<file path="src/rtl/hilo_div_ctrl.sv">
// HI/LO owner and sequencer for the iterative 32-cycle divider (DIV/DIVU/MTHI/MTLO).
// Optional build macro DIV_ZERO_BYPASS_EN: divide-by-zero resolves locally without launching the divider.
module hilo_div_ctrl #(
   parameter int unsigned TIMEOUT_CYCLES = 40,
   parameter int unsigned CNT_W          = 6
) (
   input  logic        clock_i,
   input  logic        reset_i,
   input  logic        op_valid_i,
   input  logic [2:0]  op_code_i,
   input  logic [31:0] op_a_i,
   input  logic [31:0] op_b_i,
   output logic        op_ready_o,
   output logic        stall_o,
   output logic [31:0] hi_o,
   output logic [31:0] lo_o,
   output logic        div_err_o,
   output logic [31:0] div_dividend_o,
   output logic [31:0] div_divisor_o,
   output logic        div_signed_o,
   output logic        div_start_o,
   input  logic        div_busy_i,
   input  logic [31:0] div_q_i,
   input  logic [31:0] div_r_i
);

   // state  | meaning
   // IDLE   | accepting ops; MTHI/MTLO write here
   // LAUNCH | start pulse to divider (held off while divider still busy)
   // WAIT   | counting divider cycles, watching busy rise then fall
   // DONE   | capture quotient/remainder into LO/HI
   // ZBYP   | divide-by-zero resolved locally (bypass build only)
   localparam logic [2:0] S_IDLE   = 3'd0;
   localparam logic [2:0] S_LAUNCH = 3'd1;
   localparam logic [2:0] S_WAIT   = 3'd2;
   localparam logic [2:0] S_DONE   = 3'd3;
   localparam logic [2:0] S_ZBYP   = 3'd4;

   localparam logic [2:0] OP_DIV  = 3'b001;
   localparam logic [2:0] OP_DIVU = 3'b010;
   localparam logic [2:0] OP_MTHI = 3'b011;
   localparam logic [2:0] OP_MTLO = 3'b100;

   localparam logic [CNT_W-1:0] CNT_LAST = CNT_W'(TIMEOUT_CYCLES - 1);
   localparam logic [CNT_W-1:0] CNT_ONE  = CNT_W'(1);

   logic [2:0]       state_q, state_d;
   logic [31:0]      hi_q, hi_d;
   logic [31:0]      lo_q, lo_d;
   logic             err_q, err_d;
   logic [31:0]      dvd_q, dvd_d;
   logic [31:0]      dvs_q, dvs_d;
   logic             sgn_q, sgn_d;
   logic [CNT_W-1:0] cnt_q, cnt_d;
   logic             seen_q, seen_d;
   logic             div_req;

   assign div_req = op_valid_i && ((op_code_i == OP_DIV) || (op_code_i == OP_DIVU));

   always_comb begin
      state_d = state_q;
      hi_d    = hi_q;
      lo_d    = lo_q;
      err_d   = err_q;
      dvd_d   = dvd_q;
      dvs_d   = dvs_q;
      sgn_d   = sgn_q;
      cnt_d   = cnt_q;
      seen_d  = seen_q;
      case (state_q)
         S_IDLE: begin
            if (op_valid_i) begin
               case (op_code_i)
                  OP_DIV, OP_DIVU: begin
                     dvd_d  = op_a_i;
                     dvs_d  = op_b_i;
                     sgn_d  = (op_code_i == OP_DIV);
                     cnt_d  = '0;
                     seen_d = 1'b0;
`ifdef DIV_ZERO_BYPASS_EN
                     state_d = (op_b_i == 32'd0) ? S_ZBYP : S_LAUNCH;
`else
                     state_d = S_LAUNCH;
`endif
                  end
                  OP_MTHI: hi_d = op_a_i;
                  OP_MTLO: lo_d = op_a_i;
                  default: ;
               endcase
            end
         end
         S_LAUNCH: begin
            // A divider left busy by an earlier timeout must not see a second start.
            if (!div_busy_i) begin
               state_d = S_WAIT;
               cnt_d   = '0;
            end else if (cnt_q == CNT_LAST) begin
               err_d   = 1'b1;
               state_d = S_IDLE;
            end else begin
               cnt_d = cnt_q + CNT_ONE;
            end
         end
         S_WAIT: begin
            cnt_d = cnt_q + CNT_ONE;
            if (div_busy_i) begin
               seen_d = 1'b1;
            end
            if (seen_q && !div_busy_i) begin
               state_d = S_DONE;
            end else if (cnt_q == CNT_LAST) begin
               err_d   = 1'b1;
               state_d = S_IDLE;
            end
         end
         S_DONE: begin
            hi_d    = div_r_i;
            lo_d    = div_q_i;
            state_d = S_IDLE;
         end
`ifdef DIV_ZERO_BYPASS_EN
         S_ZBYP: begin
            hi_d    = dvd_q;
            lo_d    = 32'hFFFF_FFFF;
            state_d = S_IDLE;
         end
`endif
         default: state_d = S_IDLE;
      endcase
   end

   always_ff @(posedge clock_i) begin
      if (reset_i) begin
         state_q <= S_IDLE;
         hi_q    <= '0;
         lo_q    <= '0;
         err_q   <= 1'b0;
         dvd_q   <= '0;
         dvs_q   <= '0;
         sgn_q   <= 1'b0;
         cnt_q   <= '0;
         seen_q  <= 1'b0;
      end else begin
         state_q <= state_d;
         hi_q    <= hi_d;
         lo_q    <= lo_d;
         err_q   <= err_d;
         dvd_q   <= dvd_d;
         dvs_q   <= dvs_d;
         sgn_q   <= sgn_d;
         cnt_q   <= cnt_d;
         seen_q  <= seen_d;
      end
   end

   assign op_ready_o     = (state_q == S_IDLE);
   assign stall_o        = (state_q != S_IDLE) || div_req;
   assign hi_o           = hi_q;
   assign lo_o           = lo_q;
   assign div_err_o      = err_q;
   assign div_dividend_o = dvd_q;
   assign div_divisor_o  = dvs_q;
   assign div_signed_o   = sgn_q;
   assign div_start_o    = (state_q == S_LAUNCH) && !div_busy_i;

endmodule

</file>
<file path="config.mk">
export PLATFORM = sky130hd
export DESIGN_NAME = hilo_div_ctrl
export DESIGN_NICKNAME = d
export VERILOG_FILES = /design/src/rtl/hilo_div_ctrl.sv
export SDC_FILE = /design/constraint.sdc
export NUM_CORES = 1
export LEC_CHECK = 0
export BUFFER_PORTS_ARGS = -buffer_cell sky130_fd_sc_hd__buf_2
export CORE_MARGIN = 3
export CORE_UTILIZATION = 48
export DETAILED_ROUTE_END_ITERATION = 7
export PLACE_DENSITY = 0.77
export SYNTH_ARGS = -nofsm -noshare
export SYNTH_HDL_FRONTEND = slang
export SYNTH_SLANG_ARGS = --single-unit
</file>
<file path="constraint.sdc">
create_clock -name clock_i -period 1.8 [get_ports clock_i]
set_input_delay 0.09 -clock clock_i [delete_from_list [all_inputs] [get_ports clock_i]]
set_output_delay 0.09 -clock clock_i [all_outputs]
set_load 0.1 [all_outputs]
</file>
* Word level (Yosys, flattened, before mapping)
Cells that the tools add are included.
Storage, ports and cells: bits in registers 140, bits of input ports 135, output and inout bits 133
Cells by class: add/subtract/negate cells 1, equal/unequal tests 16, muxes and demuxes 25, reductions and logical operators 20
Operators with widths (number):
- $mux W32 | 4
- $pmux W32 S2 | 2
- $mux W6 | 4
- $pmux W6 S3 | 1
- $mux W3 | 5
- $eq A3 B2 Y1 const B | 4
- $reduce_and A3 Y1 | 4
- $pmux W3 S3 | 1
- $ne A2 B2 Y1 const B | 4
- $reduce_and A4 Y1 | 2
- $add A6 B1 Y6 const B | 1
- $eq A3 B1 Y1 const B | 2
- $eq A6 B6 Y1 const B | 1
- $mux W1 | 6
- $ne A2 B1 Y1 const B | 3
- $reduce_bool A2 Y1 | 3
- $reduce_bool A3 Y1 | 2
- $pmux W1 S2 | 2
- $eq A3 B3 Y1 const B | 1
- $logic_and A1 B1 Y1 | 3
- $logic_not A3 Y1 | 1
- $ne A3 B3 Y1 const B | 1
- $logic_or A1 B1 Y1 | 2
- $reduce_and A2 Y1 | 1
- 2 further kinds | 2

* Longest topological paths before layout
depth after elaboration 5, depth in mapped cells 7, gate-level depth less buffers 5

* Worst setup path before layout
No wires, ideal clock.
path kind reg2reg, from register state_q[0], to register cnt_q[3], arrival time 2833 ps, required time 1678 ps, path slack -1155 ps, cell stages (with the launch flop) 6, buffers on the path 1, clock period less this slack 2955 ps, cell sequence dfxtp_1 buf_2 nor4b_2 a311oi_1 nand2b_1 mux2i_1
On the way: word-level cells in the longest chain between the ends 3, elaborated cells on any way between the ends 9, classes of those cells 5 x eq/ne; 1 x mux; 3 x reduce/logical
Ends and longest elaborated chain:
- start: declaration | line 47 | logic [2:0] state_q, state_d;
- start signal: assignment | line 144 | state_q <= state_d;
- $eq A3 B1 Y1 (tied with other cells) | line 70 | case (state_q)
- $ne A3 B3 Y1 (no source line) (tied with other cells)
- $reduce_and A4 Y1 (no source line)
- end signal: assignment | line 151 | cnt_q <= cnt_d;
- end: declaration | line 54 | logic [CNT_W-1:0] cnt_q, cnt_d;
Several ways; a longest one is shown, not always the timed one. A chain may end at the register's enable or synchronous reset.

* Worst setup path in the final report
from register state_q[1], to output port stall_o
On the way: word-level cells in the longest chain between the ends 2
Ends and longest elaborated chain:
- $reduce_bool A3 Y1 | line 157 | assign stall_o = (state_q != S_IDLE) || div_req;
- $logic_or A1 B1 Y1 | line 157
- end: declaration | line 14 | output logic stall_o,
No other way between the ends.

==> impl_results.md <==
* Outcome: completed
* Ys async rst share at 0
* Worst Hold Class: in -> reg
* CTS H-Tree Depth at 4
* Slew HR at 0.561
* Critical Path AT at roughly 1.6 ns
* Worst reg2reg path endpoint: hi_o[10]$_SDFFE_PP0P_
* Reg2Reg Depth at 4
* Slew Viols, Final at 0
* DR WL/cell at between 15 and 20 um
* Global route overflow at 0
* Row cnt at 40
* Sequential area share after synthesis at 0.452
* Most common cell after layout, fill and taps aside: buf_2
* Post-CTS Setup Bufs at 0
* Placer Congestion at 0.865
* Core ar. at roughly 12,000 um2
* RSZ-0062 raised after global routing: false
* Post-route ant nets at 0
* CTS tree: yes
* Layout Nets at ~1.1k
* Area grow syn2layout at 44.2%
* Lkg Pwr at ~0.0036 uW
* Final wirelength at between 15,000 and 20,000 um
* Post-synth EDFFs at 0
* Max stage delay on crit path at 0.35 ns
* Yosys cell types at 45
* Startpoint types: register
* Cells after Synth at between 600 and 700
* Vias per cell at ~5.4
* Yosys warns at 0
* WHS at ~0.033 ns
* Slew @ Worst Pin at about 0.66 ns
* Reg2Reg Launch Point: state_q[0]$_SDFFE_PP0P_
* Crit path time final at 1.73 ns
* Max cap viols at 0
* Root buf cell: clkbuf_16
* Critical-path top delay cell: dfxtp_1
* First-pass GRT wire length at ~32,000 um
* Fillers at around 900
* Clock Latency Late Sink at just over 0.4 ns
* FF+latch count, synth at 140
* Vias post-DR at roughly 6.2k
* Hold Crit Depth at 3
* R2r setup slk at 0.18 ns
* Max Fclk at 578 MHz
* Largest fanout on the critical path at 5
* Residual DRC at 0
* Critical path class: reg -> out
* CTS buffer count at 17
* Die area at 14,300 um2
* Hold Path Sink: div_signed_o$_SDFFE_PP0P_
* Chip Height at between 100 and 150 um
* Dpl hpwl at approximately 13,000 um
* Clock slew at the register clock pins of the worst setup and hold paths at ~0.05 ns
* Initial antenna violation count at 0
* Mean Syn Cell Area at slightly above 9 um2
* Area of the multi-input gates at 3090 um2
* Io pins at 268
* Register area at 2800 um2
* CP required at approximately 1.7 ns
* Largest net degree at the start of global routing at 72
* Final period utilization at 0.961
* Final hold vios at 0
* Initial core utilization at 0.504
* Clock Sinks at 140
* IO buf count at roughly 270
* Clock Path Buffers at 2
* Layout cells sized above 1 at 0.398
* Most frequent cells in the layout: 263 x buf_2, 139 x a21oi_1, 139 x dfxtp_1, 134 x nand2_1, 66 x mux2i_1
* Layout Utilization at 0.727
* Crit path capture type: primary output
* Top_reg_cell synth: dfxtp_1
* Mapped Area at between 6000 and 7000 um2
* Final Setup Violations at 0
* Die Span X at approximately 120 um
* Worst hold start: op_code_i[0]
* Vias in the first global route at between 6k and 7k
* DRT Pass-1 Iters at 4
* Setup Skew at 0.00815 ns
* Max VDD drop at 0.000720 V
* Initial DRC count at 531
* # diodes at 0
* Crit path cell chain: nor3_4, buf_4, a21bo_2, buf_6
* P per Cell Area at between 800 and 900 nW/um2
* Mapped Nets at 802
* Total track usage at 0.272
## flip-flops by register name, indices dropped and copies added (netlist names)
signal,cells
lo_o,32
hi_o,32
state_q,3
div_divisor_o,32
div_signed_o,1
cnt_q,6
div_dividend_o,32
div_err_o,1
seen_q,1
## logic make-up (layout without fill, tap and decap cells)
group | after synthesis | in the layout | share of synthesized area
other | 1 | 1 | 0.000604
flip-flops | 140 | 140 | 0.452
XOR/XNOR | 1 | 1 | 0.00141
buffers and inverters | 65 | 393 | 0.0571
AND/OR/NAND/NOR | 172 | 172 | 0.120
adder cells (fa/ha/maj) | 1 | 1 | 0.00202
multiplexers | 66 | 66 | 0.106
AO/OA/AOI/OAI | 220 | 220 | 0.260
## stage by stage
| step | std cells | instance area, um2 | TNS (ns) | worst slack (ns) | total power [uW] |
|---|---|---|---|---|---|
| 4_1_cts | 1162 | 8950 | 0 | 0.0271 | 7950 |
| 2_1_floorplan | 666 | 6260 | -51.29 | -0.438 | 4230 |
| 6_report | 1162 | 8950 | 0 | 0.0698 | 7920 |
| 3_5_place_dp | 1067 | 7740 | 0 | 0.187 | 4590 |
| 3_3_place_gp | 1067 | 7740 | 0 | 0.213 | 4580 |
| 5_1_grt | 1162 | 8950 | 0 | 0.000475 | 8180 |
## report_power, final
part,switching (uW),internal (uW)
Combinational,1010,408
Clock,1310,1960
Sequential,43.6,3180
Total,2360,5550
## worst max-delay path, delay by kind of cell, from the launching register on
kind / cells / cell delay, ns
simple gates: 1 / 0.26
buf+inv: 2 / 0.37
compound gates: 1 / 0.26
flops: 1 / 0.35
## how the worst max path moves through the flow
stage                             from                    end  slack [ns]  depth (start not counted)
2_1_floorplan  state_q[2]$_SDFFE_PP0P_  lo_o[10]$_SDFFE_PP0P_       -0.44                          7
3_3_place_gp   state_q[0]$_SDFFE_PP0P_  hi_o[10]$_SDFFE_PP0P_        0.21                          4
3_5_place_dp   state_q[0]$_SDFFE_PP0P_  hi_o[10]$_SDFFE_PP0P_        0.19                          4
4_1_cts        state_q[0]$_SDFFE_PP0P_             op_ready_o        0.03                          3
5_1_grt        state_q[1]$_SDFFE_PP0P_                stall_o      0.0005                          4
6_report       state_q[1]$_SDFFE_PP0P_                stall_o        0.07                          4
## layer usage
metal | up-vias | global-route usage | wire length (um)
met5 | - | 0 | 0
met4 | 0 | 0.112 | 632
met3 | 55 | 0.0613 | 1290
met2 | 275 | 0.469 | 9860
met1 | 2888 | 0.326 | 8130
li1 | 3005 | - | -
## repair_timing
| action | in CTS | in global routing |
|---|---|---|
| pin swaps | 0 | 1 |
| hold endpoints to repair | 64 | 0 |
| gates resized for setup | 4 | 1 |
| hold buffers | 64 | 0 |
| endpoints found under the setup margin | 2 | 2 |
## final cells by class
| type | instances | share of cell area |
|---|---|---|
| clock buffers | 21 | 0.0514 |
| clock inverters | 10 | 0.0105 |
| flip-flops and latches | 140 | 0.313 |
| multi-input cells | 461 | 0.345 |
| well taps | 168 | 0.0235 |
| repair buffers | 357 | 0.254 |
| inverters | 5 | 0.00210 |
## synthesized netlist by cell type, types with 2 or more instances
library cell / instances / area, um2
nand3_1: 8 / 40.0
nor2b_1: 2 / 12.5
buf_4: 9 / 67.6
mux2i_1: 66 / 661
nand2b_1: 7 / 43.8
nand2_1: 134 / 503
dfxtp_1: 140 / 2800
and2_1: 3 / 18.8
a211oi_1: 4 / 30.0
inv_1: 5 / 18.8
a211oi_2: 60 / 751
a31oi_1: 3 / 18.8
a21oi_1: 139 / 696
buf_6: 7 / 78.8
a41oi_1: 2 / 17.5
nor3_1: 3 / 15.0
buf_2: 16 / 80.1
nor2_1: 5 / 18.8
clkbuf_1: 27 / 101
Note: power is estimated with default switching activity, not from simulation.
